File: config.mk
export PLATFORM = sky130hd
export DESIGN_NAME = arith_sequencer_flat
export DESIGN_NICKNAME = d
export VERILOG_FILES = /design/src/rtl/arith_sequencer_if.sv /design/src/rtl/arith_sequencer.sv /design/src/flat_wrapper.sv
export SDC_FILE = /design/constraint.sdc
export NUM_CORES = 1
export LEC_CHECK = 0
export CAP_MARGIN = 5
export CORE_MARGIN = 3
export CORE_UTILIZATION = 59
export CTS_BUF_LIST = sky130_fd_sc_hd__clkbuf_4 sky130_fd_sc_hd__clkbuf_8 sky130_fd_sc_hd__clkbuf_16
export CTS_CLUSTER_DIAMETER = 40
export CTS_CLUSTER_SIZE = 12
export DETAILED_ROUTE_END_ITERATION = 10
export PLACE_DENSITY = 0.85
export SLEW_MARGIN = 0
export SYNTH_ARGS = -nofsm -noshare
export SYNTH_HDL_FRONTEND = slang
export SYNTH_SLANG_ARGS = --single-unit
File: constraint.sdc
create_clock -name clk -period 4.78 [get_ports clk]
set_clock_uncertainty 0.15 [all_clocks]
set_input_delay 0.478 -clock clk [delete_from_list [all_inputs] [get_ports clk]]
set_output_delay 0.478 -clock clk [all_outputs]
set_load 0.02 [all_outputs]
File: src/rtl/arith_sequencer_if.sv
//------------------------------------------------------------------------------
// Module      : arith_sequencer_if
// Description : Request/result bundle between the operand/select logic
//               (master) and the arith_sequencer controller (slave).
// Revision    : 1.0 - initial release
//------------------------------------------------------------------------------
`default_nettype none

interface arith_sequencer_if #(
  parameter int N = 4
);
  logic           start;
  logic [1:0]     op;
  logic [N-1:0]   a;
  logic [N-1:0]   b;
  logic           busy;
  logic           done;
  logic [2*N-1:0] result;
  logic           carry_out;
  logic           zero;

  modport master (
    output start, op, a, b,
    input  busy, done, result, carry_out, zero
  );

  modport slave (
    input  start, op, a, b,
    output busy, done, result, carry_out, zero
  );
endinterface

`default_nettype wire

File: src/rtl/arith_sequencer.sv
//------------------------------------------------------------------------------
// Module      : arith_sequencer
// Description : Multi-cycle controller around one shared add/sub and shift
//               datapath: add, sub, shift-and-add unsigned multiply and
//               bit-serial arithmetic right shift.
// Revision    : 1.0 - initial release
//------------------------------------------------------------------------------
`default_nettype none

module arith_sequencer #(
  parameter int N = 4
) (
  input  logic            clk,
  input  logic            rst,
  arith_sequencer_if.slave bus
);

  localparam int CW = $clog2(N) + 1;

  localparam logic [1:0] c_st_idle = 2'd0;
  localparam logic [1:0] c_st_exec = 2'd1;
  localparam logic [1:0] c_st_done = 2'd2;

  localparam logic [1:0] c_op_add = 2'b00;
  localparam logic [1:0] c_op_sub = 2'b01;
  localparam logic [1:0] c_op_mul = 2'b10;
  localparam logic [1:0] c_op_asr = 2'b11;

  logic [1:0]     state_q,  state_d;
  logic [1:0]     op_q,     op_d;
  logic [N-1:0]   a_q,      a_d;      // multiplicand, or the value being shifted
  logic [N-1:0]   b_q,      b_d;
  logic [2*N-1:0] p_q,      p_d;      // multiply partial product
  logic [CW-1:0]  cnt_q,    cnt_d;
  logic           shen_q,   shen_d;   // shift amount was non-zero
  logic           last_q,   last_d;   // last bit shifted out
  logic [2*N-1:0] result_q, result_d;
  logic           carry_q,  carry_d;
  logic           zero_q,   zero_d;

  logic [N:0]     w_addsub;
  logic [N:0]     w_mul_sum;
  logic [2*N-1:0] w_p_next;
  logic [N-1:0]   w_sh_next;
  logic           w_last_next;
  logic [2*N-1:0] w_final;
  logic           w_final_c;
  logic [CW-1:0]  w_k;
  logic [CW-1:0]  w_cnt_init;

  // Shared datapath: one adder pass, one multiply step, one 1-bit shift
  always_comb begin
    w_addsub    = {1'b0, a_q} + {1'b0, (op_q[0] ? ~b_q : b_q)} + (N+1)'(op_q[0]);
    w_mul_sum   = {1'b0, p_q[2*N-1:N]} + (p_q[0] ? {1'b0, a_q} : {(N+1){1'b0}});
    // {carry, high half, low half} shifted right by one
    w_p_next    = {w_mul_sum, p_q[N-1:1]};
    w_sh_next   = shen_q ? {a_q[N-1], a_q[N-1:1]} : a_q;
    w_last_next = shen_q ? a_q[0] : last_q;
    w_final     = '0;
    w_final_c   = 1'b0;
    case (op_q)
      c_op_add, c_op_sub: begin
        w_final   = {{N{1'b0}}, w_addsub[N-1:0]};
        w_final_c = w_addsub[N];
      end
      c_op_mul: begin
        w_final   = w_p_next;
        w_final_c = 1'b0;
      end
      default: begin
        w_final   = {{N{w_sh_next[N-1]}}, w_sh_next};
        w_final_c = w_last_next;
      end
    endcase
  end

  // Iteration count loaded on accept; a zero shift still takes one cycle
  always_comb begin
    w_k = (32'(bus.b) >= N) ? CW'(N) : CW'(bus.b);
    case (bus.op)
      c_op_mul: w_cnt_init = CW'(N);
      c_op_asr: w_cnt_init = (w_k == '0) ? CW'(1) : w_k;
      default:  w_cnt_init = CW'(1);
    endcase
  end

  // Next-state logic for the controller and its working registers
  always_comb begin
    state_d  = state_q;
    op_d     = op_q;
    a_d      = a_q;
    b_d      = b_q;
    p_d      = p_q;
    cnt_d    = cnt_q;
    shen_d   = shen_q;
    last_d   = last_q;
    result_d = result_q;
    carry_d  = carry_q;
    zero_d   = zero_q;
    case (state_q)
      c_st_idle: begin
        if (bus.start) begin
          state_d = c_st_exec;
          op_d    = bus.op;
          a_d     = bus.a;
          b_d     = bus.b;
          p_d     = {{N{1'b0}}, bus.b};
          cnt_d   = w_cnt_init;
          shen_d  = (bus.op == c_op_asr) && (bus.b != '0);
          last_d  = 1'b0;
        end
      end
      c_st_exec: begin
        if (op_q == c_op_mul) p_d = w_p_next;
        if (op_q == c_op_asr) begin
          a_d    = w_sh_next;
          last_d = w_last_next;
        end
        cnt_d = cnt_q - CW'(1);
        if (cnt_q == CW'(1)) begin
          state_d  = c_st_done;
          result_d = w_final;
          carry_d  = w_final_c;
          zero_d   = (w_final == '0);
        end
      end
      default: state_d = c_st_idle;
    endcase
  end

  // State register with synchronous reset; reset aborts any operation
  always_ff @(posedge clk) begin
    if (rst) begin
      state_q  <= c_st_idle;
      op_q     <= '0;
      a_q      <= '0;
      b_q      <= '0;
      p_q      <= '0;
      cnt_q    <= '0;
      shen_q   <= 1'b0;
      last_q   <= 1'b0;
      result_q <= '0;
      carry_q  <= 1'b0;
      zero_q   <= 1'b0;
    end else begin
      state_q  <= state_d;
      op_q     <= op_d;
      a_q      <= a_d;
      b_q      <= b_d;
      p_q      <= p_d;
      cnt_q    <= cnt_d;
      shen_q   <= shen_d;
      last_q   <= last_d;
      result_q <= result_d;
      carry_q  <= carry_d;
      zero_q   <= zero_d;
    end
  end

  assign bus.busy      = (state_q == c_st_exec);
  assign bus.done      = (state_q == c_st_done);
  assign bus.result    = result_q;
  assign bus.carry_out = carry_q;
  assign bus.zero      = zero_q;

endmodule

`default_nettype wire
File: src/flat_wrapper.sv
// flat-port wrapper written by rule: the top's interface ports become plain ports
module arith_sequencer_flat 
#(
  parameter int N = 4
)
  (clk, rst, bus_start, bus_op, bus_a, bus_b, bus_busy, bus_done, bus_result, bus_carry_out, bus_zero);
  arith_sequencer_if #(.N(N)) bus_i ();
  input  logic clk;
  input  logic rst;
  input wire logic [$bits(bus_i.start)-1:0] bus_start;
  input wire logic [$bits(bus_i.op)-1:0] bus_op;
  input wire logic [$bits(bus_i.a)-1:0] bus_a;
  input wire logic [$bits(bus_i.b)-1:0] bus_b;
  output wire logic [$bits(bus_i.busy)-1:0] bus_busy;
  output wire logic [$bits(bus_i.done)-1:0] bus_done;
  output wire logic [$bits(bus_i.result)-1:0] bus_result;
  output wire logic [$bits(bus_i.carry_out)-1:0] bus_carry_out;
  output wire logic [$bits(bus_i.zero)-1:0] bus_zero;
  assign bus_i.start = bus_start;
  assign bus_i.op = bus_op;
  assign bus_i.a = bus_a;
  assign bus_i.b = bus_b;
  assign bus_busy = bus_i.busy;
  assign bus_done = bus_i.done;
  assign bus_result = bus_i.result;
  assign bus_carry_out = bus_i.carry_out;
  assign bus_zero = bus_i.zero;
  arith_sequencer #(.N(N)) u_core (.clk(clk), .rst(rst), .bus(bus_i));
endmodule
==> Yosys cells after proc, flatten, opt, wreduce, memory -nomap -nowiden <==
Index checks and enable logic that the tools add are counted.
{ "word_totals": {"register_bits": 35, "input_bits": 13, "output_inout_bits": 12, "wordCells": 66} }
{ "op_classes": {"addsub": 4, "n_lt_le_gt_ge": 1, "n_eq_ne": 12, "n_mux": 23, "n_bitwise": 1, "n_reduce_logical": 14} }
{ "ops": {"columns": ["op", "n"], "rows": [
  ["8-bit one-hot mux with 2 select lines", 2],
  ["4-bit 2-to-1 mux", 4],
  ["8-bit 2-to-1 mux", 2],
  ["3-bit 2-to-1 mux", 4],
  ["3-bit one-hot mux with 2 select lines", 2],
  ["2-bit == test, second input constant", 5],
  ["8-bit zero test", 1],
  ["4-bit one-hot mux with 2 select lines", 1],
  ["2-bit AND reduction", 4],
  ["2-bit by 1-bit != test with 1-bit output, second input constant", 3],
  ["3-bit AND reduction", 2],
  ["4-bit by 4-bit adder with 5-bit output", 1],
  ["4-bit by 5-bit adder with 5-bit output", 1],
  ["5-bit by 1-bit adder with 5-bit output", 1],
  ["2-bit by 1-bit == test with 1-bit output, second input constant", 2],
  ["4-bit by 3-bit >= comparator with 1-bit output, second input constant", 1],
  ["2-bit zero test", 2],
  ["2-bit 2-to-1 mux", 2],
  ["4-bit NOT", 1],
  ["1-bit one-hot mux with 2 select lines", 2],
  ["2-bit one-hot mux with 2 select lines", 1],
  ["4-bit nonzero test", 1],
  ["3-bit by 1-bit == test with 1-bit output, second input constant", 1],
  ["3-bit zero test", 1],
  ["other kinds (6)", 8]
]} }

==> Depth between registers and ports, before layout <==
Gate-level depths: netlist of run 1.
{ "depth": {"depth_word": 7, "ltp_mapped": 10, "mapped_depth_nobuf": 9} }

==> Least setup slack after synthesis of run 1 <==
OpenSTA, ideal clock, no wires.
{ "synth_path": {"kind": "register to register", "startpoint": "register u_core.op_q[0]", "endpoint": "register u_core.zero_q (netlist: u_core.bus.zero)", "setup_ps": 96, "arrival_ps": 1846, "required_time_ps": 4534, "path_slack_ps": 2688, "path_stages_with_launch": 10, "n_path_buf": 2, "synth_period_minus_slack_ps": 2092, "path_cell_list": "dfxtp_1 -> buf_6 -> buf_2 -> xor2_1 -> ha_1 -> a21oi_1 -> o21ai_2 -> xnor2_2 -> o211ai_2 -> o41ai_2"} }
{ "synth_via": {"elab_chain_len": 5, "word_cells_on_any_way": 9, "classes_between": "add/sub (2); eq/ne (2); mux (2); reduce/logical (3)"} }
{ "synth_rtl": {"columns": ["item", "line", "text"], "rows": [
  ["start: declaration", "arith_sequencer.sv:30", "logic [1:0] op_q, op_d;"],
  ["start signal: assignment", "arith_sequencer.sv:147", "op_q <= op_d;"],
  ["4-bit 2-to-1 mux", "arith_sequencer.sv:53", "w_addsub = {1'b0, a_q} + {1'b0, (op_q[0] ? ~b_q : b_q)} + (N+1)'(op_q[0]);"],
  ["4-bit by 4-bit adder with 5-bit output", "arith_sequencer.sv:53", null],
  ["5-bit by 1-bit adder with 5-bit output", "arith_sequencer.sv:53", null],
  ["8-bit one-hot mux with 2 select lines *", "arith_sequencer.sv:61", "case (op_q)"],
  ["8-bit zero test *", "arith_sequencer.sv:124", "zero_d = (w_final == '0);"],
  ["end signal: assignment", "arith_sequencer.sv:156", "zero_q <= zero_d;"],
  ["end: declaration", "arith_sequencer.sv:39", "logic zero_q, zero_d;"]
]} }
Mark *: on every way between the ends. The rest lies on a longest branch, timed or not.
A chain may end at the register's enable or synchronous reset.

==> Worst setup path in the final report of run 1 <==
{ "layout_path": {"startpoint": "register u_core.state_q[0]", "endpoint": "output port bus_busy"} }
{ "layout_via": {"elab_chain_len": 1} }
{ "layout_rtl": {"columns": ["item", "line", "text"], "rows": [
  ["start: declaration", "arith_sequencer.sv:29", "logic [1:0] state_q, state_d;"],
  ["start signal: assignment", "arith_sequencer.sv:134", "state_q <= c_st_idle;"],
  ["start signal: assignment", "arith_sequencer.sv:146", "state_q <= state_d;"],
  ["2-bit by 1-bit == test with 1-bit output", "arith_sequencer.sv:160", "assign bus.busy = (state_q == c_st_exec);"],
  ["end: declaration", "flat_wrapper.sv:14", "output wire logic [$bits(bus_i.busy)-1:0] bus_busy;"]
]} }
Every way passes these cells.

==> run summary, run 1 <==
status = complete, no violations
initial core utilization = 64.2%
fillers = 271
CP peak stage delay = 0.70 ns
R2R cell count = 6
Die Span X = 64.6 um
crit path launch type = flip-flop
DRT iter0 DRCs = 106
Port Buffers = 24
P_sw = 222 uW
core area = 3150 sq um
CTS Buf Count = 5
Post-CTS Resized = 0
# IOs = 25
FF-to-FF setup slack = 2.38 ns
clk slew on worst S/H paths = 0.11 ns
die area = 4170 sq um
Internal = 488 uW
clock group share of total power = 31.1%
CTS tree = built
combinational share of power = 21.6%
final wirelength = 4570 um
global route total overflow = 0
hold path endpoint = u_core.bus.result[4]
CTS Sinks = 35
Worst slew margin = 52.1%
post-route minimum period = 2.78 ns
area taken by multi-input logic gates = 1190 sq um
Cell Chain, Critical Path = nand2b_4 > inv_1 > clkdlybuf4s50_1
sequential share of the synthesized area = 34.6%
DRC viols = 0
fin nets = 291
Fin Setup TNS = 0 ns
Avg Synthesized Cell Area = 8.14 sq um
vias per cell = 5.74
worst hold stages = 2
fin area = 2330 sq um
CP required = 4.15 ns
Maximum Capacitance Violations = 0
num rows = 20
Yosys reg bits = 35
Final Hold Vio Count = 0
crit path capture type = output pin
Worst-Skew Late Latency = 0.35 ns
syn nets = 273
Peak Freq = 360 MHz
area of placed instances = 2250 sq um
ANT nets after route = 0
setup repair bufs after CTS = 0
vias after detailed routing = 1790
r2r startpoint = u_core.op_q[0]
RSZ-0062 raised after global routing = false
H-tree depth = 2
final setup vio count = 0
switching part of the total = 31.2%
Worst Path Class, Setup = flip-flop to output pin
power per cell area = 305 nW/um^2
Worst-Margin Slew = 0.712 ns
largest net degree at the start of global routing = 34
All-Layer GR Usage = 24.2%
hpwl dp = 3330 um
total power = 710 uW
Mapped Cells = 249
final hold slack = 0.306 ns
synthesis-to-layout area growth = 14.9%
fin crit share = 58.1%
register area = 701 sq um
Hold WC Path Type = flip-flop to flip-flop
first-pass GRT wire length = 7890 um
Synth Flop Type = dfxtp_1
part of the power in registers = 47.3%
EDFF count, synth = 0
initial antenna violation count = 0
peak supply drop = 0.000226 V
hold path start = u_core.bus.result[4]
Worst Path Max Fanout = 15
mapped cell area = 2030 sq um
max-slew violation count = 0
R2R Path End = u_core.bus.zero
root buf cell = clkbuf_4
Synth async-reset ratio = 0%
LEAKAGE = 0.000895 uW
cts-stage hold buffer count = 0
die span in y = 64.6 um
wire length per cell = 14.6 um
gpl congestion = 0.897
WP data arrival = 2.15 ns
slowest cell on the critical path = clkdlybuf4s50_1
drt pass-1 iters = 4
clock buffer depth = 2
Antenna diodes = 0
Yosys warnings = 0
fraction of layout cells with a size suffix above 1 = 8.96%
Distinct cells, synth = 51
vias in the first global route = 1671
[sequential cells by signal (all words and copies together), names as in the netlist]
name                  count
u_core.bus.zero           1
u_core.op_q               2
u_core.bus.carry_out      1
u_core.cnt_q              3
u_core.b_q                4
u_core.last_q             1
u_core.bus.result         8
u_core.a_q                4
u_core.state_q            2
u_core.shen_q             1
u_core.p_q                8
[layout by cell type, fill, tap and decap left out, types with 5 or more instances in the layout]
cell              n
a211oi_1          5
a21oi_1          20
clkbuf_4          5
clkdlybuf4s50_1  24
dfxtp_1          35
ha_1              9
inv_1            13
nand2_1          29
nand2b_1          5
nand3_1           5
nor2_1           35
nor3_1            5
o21ai_0          10
xor2_1            5
[cells by family (layout without fill, tap and decap cells)]
kind of cell    count (synthesis)  count (layout)  share of synthesized area [%]
xor+xnor                        8               8                           3.83
compound gates                 61              61                           20.4
fa+ha+maj                      11              11                           7.54
mux                             5               5                           2.72
simple gates                  102             102                           24.5
flops                          35              35                           34.6
buf+inv                        27              46                           6.48
[worst max path at each step]
| stage | endpoint | startpoint | slack (ns) | cells past startpoint |
|---|---|---|---|---|
| floorplan | u_core.bus.zero | u_core.op_q[0] | 2.69 | 9 |
| global placement | bus_busy | u_core.state_q[0] | 2.40 | 3 |
| detailed placement | u_core.bus.zero | u_core.op_q[0] | 2.42 | 6 |
| CTS | bus_busy | u_core.state_q[0] | 2.01 | 3 |
| global route | bus_busy | u_core.state_q[1] | 1.92 | 3 |
| finish | bus_busy | u_core.state_q[0] | 2.00 | 3 |
[routing by layer]
layer  global-route usage (%)  share of wire [%]  routed length, um
met3                     5.89                5.8                263
met5                        0                  0                  0
met1                     30.3                 46               2090
met4                     7.39                1.9                 87
met2                     41.0                 46               2120
[through the flow]
| stage | util (%) | cells | worst slack [ns] |
|---|---|---|---|
| 2_1_floorplan | - | 249 | 2.69 |
| 3_3_place_gp | 71.2 | 304 | 2.40 |
| 3_5_place_dp | 71.2 | 304 | 2.42 |
| 4_1_cts | 73.8 | 312 | 2.01 |
| 5_1_grt | 73.8 | 312 | 1.92 |
| 6_report | 73.8 | 312 | 2.00 |
[power groups by stage]
| stage | Clock, uW | Combinational (uW) | Sequential, uW |
|---|---|---|---|
| after floorplan | 0 | 114 | 335 |
| after global placement | 0 | 148 | 341 |
| after detailed placement | 0 | 151 | 342 |
| after CTS | 222 | 153 | 335 |
| after global routing | 236 | 170 | 339 |
| final | 221 | 153 | 336 |
[worst max-delay path, delay by kind of cell (launching register included)]
kind	cells	cell delay [ns]
buffers and inverters	2	1.10
DFF	1	0.52
and+or+nand+nor	1	0.17
[synth_stat cells, drive strengths merged, types with 2 or more instances]
library cell,number,area share (%)
or2,3,1.1
ha,9,5.6
nand4,2,0.62
buf,9,3.1
mux2i,4,2.2
nand2b,7,2.9
nand3,5,1.2
fa,2,2.0
nor2b,4,1.2
a31oi,3,0.93
a21oi,21,5.4
nor3,5,1.2
xnor2,3,1.7
inv,13,2.4
o221a,2,1.1
clkbuf,5,0.99
nor2,37,7.4
xor2,5,2.2
a22oi,4,1.5
nand2,29,5.4
o22ai,4,1.2
nand3b,2,0.74
a211oi,5,1.9
o21ai,11,2.9
and2,4,1.2
a311oi,4,1.7
dfxtp,35,35
[area by class of cell]
cell class	count	share of cell area, %
Clock buffer	5	1.61
Inverter	13	2.10
Clock inverter	3	1.88
Timing Repair Buffer	25	10.6
Sequential cell	35	30.1
Multi-Input combinational cell	187	51.3
Tap cell	44	2.37
No activity file was read; power rests on OpenSTA's default activity.
==> inputs of run 2 (changes only) <==
--- a/config.mk
+++ b/config.mk
@@ -7,12 +7,12 @@
 export LEC_CHECK = 0
 export CAP_MARGIN = 5
 export CORE_MARGIN = 3
-export CORE_UTILIZATION = 59
+export CORE_UTILIZATION = 55
 export CTS_BUF_LIST = sky130_fd_sc_hd__clkbuf_4 sky130_fd_sc_hd__clkbuf_8 sky130_fd_sc_hd__clkbuf_16
 export CTS_CLUSTER_DIAMETER = 40
 export CTS_CLUSTER_SIZE = 12
 export DETAILED_ROUTE_END_ITERATION = 10
-export PLACE_DENSITY = 0.85
+export PLACE_DENSITY = 0.8
 export SLEW_MARGIN = 0
 export SYNTH_ARGS = -nofsm -noshare
 export SYNTH_HDL_FRONTEND = slang
==> constraint.sdc (replaced) <==
create_clock -name clk -period 2.6 [get_ports clk]
set_clock_uncertainty 0.15 [all_clocks]
set_input_delay 0.26 -clock clk [delete_from_list [all_inputs] [get_ports clk]]
set_output_delay 0.26 -clock clk [all_outputs]
set_load 0.02 [all_outputs]
==> run 2 against run 1 <==
Setup slack got worse by 1.8 ns. First-iteration DRC count grew 5.7%. Sequential share of layout area fell by 0.51 points. Highest routed layer unchanged. Global-route usage down 1.2 points. Die area increased by 6.6%.
==> run summary, run 2 (synthesis results as in run 1) <==
initial core utilization = 58.9%
fin nets = 293
WP data arrival = 2.41 ns
most frequent cells in the layout = nor2_1, dfxtp_1, nand2_1
vias after detailed routing = 1793
pre-CTS setup slack = 0.270 ns
clock buffer depth = 2
Die Span X = 66.7 um
Final Hold Vio Count = 0
largest net degree at the start of global routing = 20
core area = 3440 sq um
Maximum Capacitance Violations = 0
Post-Place Cells = 308
vias in the first global route = 1678
CP peak stage delay = 0.69 ns
crit path launch type = flip-flop
die span in y = 66.7 um
Setup crit start = u_core.op_q[0]
LEAKAGE = 0.000915 uW
R2R Path End = u_core.bus.zero
Antenna diodes = 0
status = complete, no violations
RSZ-0062 raised after global routing = false
min setup slack post-route = 0.235 ns
peak supply drop = 0.000313 V
Worst Path Class, Setup = flip-flop to flip-flop
post-route minimum period = 2.37 ns
CTS Sinks = 35
clk slew on worst S/H paths = 0.07 ns
All-Layer GR Usage = 23.0%
critical path depth = 7
initial antenna violation count = 0
crit path capture type = flip-flop
DRT iter0 DRCs = 112
critical path's top delay family = compound AO/OA/AOI/OAI gates
r2r startpoint = u_core.op_q[0]
worst hold stages = 2
fin cells = 316
Hold WC Path Type = flip-flop to flip-flop
R2R cell count = 7
die area = 4450 sq um
final setup vio count = 0
hpwl dp = 3380 um
fin crit share = 91.0%
Worst Path Max Fanout = 18
fraction of layout cells with a size suffix above 1 = 9.63%
power per cell area = 569 nW/um^2
area of placed instances = 2260 sq um
drt pass-1 iters = 4
first-pass GRT wire length = 7790 um
ANT nets after route = 0
CTS tree = built
slowest cell on the critical path = dfxtp_1
crit path buf inv count = 0
FF-to-FF setup slack = 0.23 ns
CP required = 2.65 ns
Worst slew margin = 52.3%
Cell Chain, Critical Path = xor2_1 > ha_1 > a21oi_1 > o21ai_2 > xnor2_2 > o211ai_2 > o41ai_2
setup repair bufs after CTS = 0
Port Buffers = 24
final hold slack = 0.312 ns
final wirelength = 4540 um
# IOs = 25
synthesis-to-layout area growth = 16.9%
root buf cell = clkbuf_8
Post-CTS Resized = 0
Worst-Skew Late Latency = 0.29 ns
Worst-Margin Slew = 0.710 ns
crit path capture = u_core.bus.zero
CTS Buf Count = 5
vias per cell = 5.67
Fin Setup TNS = 0 ns
global route total overflow = 0
max-slew violation count = 0
wire length per cell = 14.4 um
gpl congestion = 0.925
Peak Freq = 423 MHz
cts-stage hold buffer count = 0
num rows = 21
DRC viols = 0
H-tree depth = 2
fin area = 2370 sq um
-- run 2: cell count changes in the layout (fill, tap and decap cells not counted) --
cell / before / now
clkbuf_8: 0 / 7
clkinv_2: 1 / 0
clkinv_4: 1 / 0
bufinv_16: 1 / 0
clkbuf_4: 5 / 1
buf_4: 1 / 3
-- run 2: layer usage --
layer  wire length, um  up-vias  part of all wire (%)  global-route usage, %
li1                  -      901                     -                      -
met1              2110      827                    46                   29.5
met2              2100       58                    46                   36.6
met5                 0        -                     0                      0
met3               274        7                   6.0                   5.90
met4                52        0                   1.1                   9.14
-- run 2: worst min path at each step --
stage,from,endpoint,slack (ns)
CTS,u_core.bus.result[4],u_core.bus.result[4],0.32
floorplan,bus_op[1],u_core.cnt_q[0],0.21
finish,u_core.bus.result[4],u_core.bus.result[4],0.31
global route,u_core.last_q,u_core.last_q,0.34
detailed placement,u_core.bus.result[4],u_core.bus.result[4],0.31
global placement,u_core.bus.result[4],u_core.bus.result[4],0.29
-- run 2: cell type report --
| class | instances | area (sq um) |
|---|---|---|
| Fill cell | 298 | 1070 |
| Timing Repair Buffer | 27 | 263 |
| Inverter | 13 | 48.8 |
| Multi-Input combinational cell | 187 | 1190 |
| Tap cell | 46 | 57.6 |
| Sequential cell | 35 | 701 |
| Clock buffer | 8 | 104 |
-- run 2: through the flow --
stage	util [%]	power, uW
2_1_floorplan	-	827
3_3_place_gp	65.8	904
3_5_place_dp	65.8	912
4_1_cts	68.8	1360
5_1_grt	68.8	1420
6_report	68.8	1350
-- run 2: power by group --
group	switching [uW]	leakage (uW)	total, uW	internal, uW
Clock	195	0.0000549	447	252
Combinational	157	0.000574	285	128
Sequential	45.6	0.000286	616	570
-- run 2: worst reg2reg max path, stage by stage (launching register included) --
cell,delay (ns)
dfxtp_1,0.69
xor2_1,0.24
ha_1,0.30
a21oi_1,0.21
o21ai_2,0.10
xnor2_2,0.14
o211ai_2,0.11
o41ai_2,0.34
==> inputs of run 3 (changes only) <==
--- a/config.mk
+++ b/config.mk
@@ -6,13 +6,13 @@
 export NUM_CORES = 1
 export LEC_CHECK = 0
 export CAP_MARGIN = 5
-export CORE_MARGIN = 3
-export CORE_UTILIZATION = 55
+export CORE_MARGIN = 2
+export CORE_UTILIZATION = 50
 export CTS_BUF_LIST = sky130_fd_sc_hd__clkbuf_4 sky130_fd_sc_hd__clkbuf_8 sky130_fd_sc_hd__clkbuf_16
 export CTS_CLUSTER_DIAMETER = 40
 export CTS_CLUSTER_SIZE = 12
 export DETAILED_ROUTE_END_ITERATION = 10
-export PLACE_DENSITY = 0.8
+export PLACE_DENSITY = 0.74
 export SLEW_MARGIN = 0
 export SYNTH_ARGS = -nofsm -noshare
 export SYNTH_HDL_FRONTEND = slang
==> run 3 against run 2 <==
Combinational power up 1%. Register-to-register slack better by 0.06 ns. Global-route usage down 0.42 points. Non-clock buffer count up 1. Highest routed layer unchanged.
==> run summary, run 3 (synthesis results as in run 1) <==
switching part of the total = 28.7%
clock group share of total power = 36.2%
drt pass-1 iters = 4
fraction of layout cells with a size suffix above 1 = 9.96%
Hold WC Path Type = flip-flop to flip-flop
peak supply drop = 0.000340 V
crit path launch type = flip-flop
R2R cell count = 9
Fin Setup TNS = 0 ns
Worst Path Max Fanout = 6
clock buffer depth = 2
total power = 1420 uW
Antenna diodes = 0
crit path capture type = flip-flop
Die Span X = 67.7 um
All-Layer GR Usage = 22.6%
P_sw = 406 uW
clk slew on worst S/H paths = 0.07 ns
cts-stage hold buffer count = 0
Cell Chain, Critical Path = and2_1 > ha_1 > inv_1 > fa_1 > nand2b_1 > a211oi_1 > nor2_1 > nand4_1 > o41ai_2
num rows = 23
combinational share of power = 20.4%
max-slew violation count = 0
vias in the first global route = 1655
gpl congestion = 0.866
ANT nets after route = 0
setup repair bufs after CTS = 0
CTS Sinks = 35
Peak Freq = 434 MHz
final setup vio count = 0
slowest cell on the critical path = dfxtp_1
fin area = 2390 sq um
# IOs = 25
WP data arrival = 2.33 ns
part of the power in registers = 43.4%
largest net degree at the start of global routing = 21
DRT iter0 DRCs = 97
root buf cell = clkbuf_8
Internal = 1010 uW
RSZ-0062 raised after global routing = false
fillers = 371
fin crit share = 88.7%
die span in y = 67.7 um
initial core utilization = 51.4%
status = complete, no violations
LEAKAGE = 0.000926 uW
utilization after layout = 60.7%
Worst Path Class, Setup = flip-flop to flip-flop
worst hold stages = 2
vias after detailed routing = 1780
Worst-Skew Late Latency = 0.30 ns
global route total overflow = 0
area of placed instances = 2280 sq um
wire length per cell = 14.2 um
Worst-Margin Slew = 0.604 ns
DRC viols = 0
die area = 4580 sq um
H-tree depth = 2
synthesis-to-layout area growth = 18.2%
Post-CTS Resized = 0
CTS tree = built
CTS Buf Count = 5
Worst slew margin = 59.3%
core area = 3940 sq um
post-route minimum period = 2.31 ns
Port Buffers = 24
most frequent cells in the layout = nor2_1, dfxtp_1, nand2_1
initial antenna violation count = 0
hpwl dp = 3440 um
power per cell area = 591 nW/um^2
first-pass GRT wire length = 7610 um
Final Hold Vio Count = 0
Maximum Capacitance Violations = 0
CP required = 2.63 ns
final wirelength = 4570 um
vias per cell = 5.55
fin nets = 294
CP peak stage delay = 0.43 ns
[run 3: cell types whose count changed in the layout (fill, tap and decap cells not counted), sizes merged]
cell,change
clkbuf,-2
buf,+1
bufinv,+1
clkinv,+1
[run 3: cell type report]
class,count,area (sq um),area share (%)
clock buffers,6,82.6,3.45
clock inverters,2,35.0,1.46
inverters,13,48.8,2.04
multi-input cells,187,1190,49.9
flip-flops and latches,35,701,29.3
well taps,50,62.6,2.61
repair buffers,28,270,11.3
[run 3: path summary, 6_finish.rpt]
path                            slack, ns                  from                    to
worst max-delay path                 0.29         u_core.a_q[0]       u_core.bus.zero
worst min-delay path                 0.31  u_core.bus.result[4]  u_core.bus.result[4]
worst max register to register       0.29         u_core.a_q[0]       u_core.bus.zero
worst min register to register       0.31  u_core.bus.result[4]  u_core.bus.result[4]
[run 3: metrics by stage]
step	instances	hold slack [ns]	setup slack [ns]
CTS	321	0.310	0.289
floorplan	249	0.210	0.508
global route	321	0.339	0.130
global placement	313	0.292	0.365
detailed placement	313	0.300	0.307
finish	321	0.308	0.294
[run 3: per-layer routing]
layer | vias up | GRT usage (%) | share of wire, %
met5 | - | 0 | 0
li1 | 902 | - | -
met1 | 830 | 29.2 | 48
met3 | 8 | 4.17 | 3.5
met2 | 40 | 35.9 | 46
met4 | 0 | 11.2 | 1.9
[run 3: power by group through the flow]
stage | sequential [uW] | combinational, uW | clock (uW)
4_1_cts | 613 | 290 | 524
3_3_place_gp | 624 | 284 | 0
2_1_floorplan | 617 | 210 | 0
3_5_place_dp | 626 | 289 | 0
6_report | 614 | 289 | 513
5_1_grt | 619 | 321 | 544
[run 3: worst max-delay path, delay by kind of cell, from the launching register on]
family	cells	cell delay, ns
buffers and inverters	1	0.06
and+or+nand+nor	4	0.53
DFF	1	0.43
AOI/OAI and AO/OA	2	0.45
adders and majority gates	2	0.56
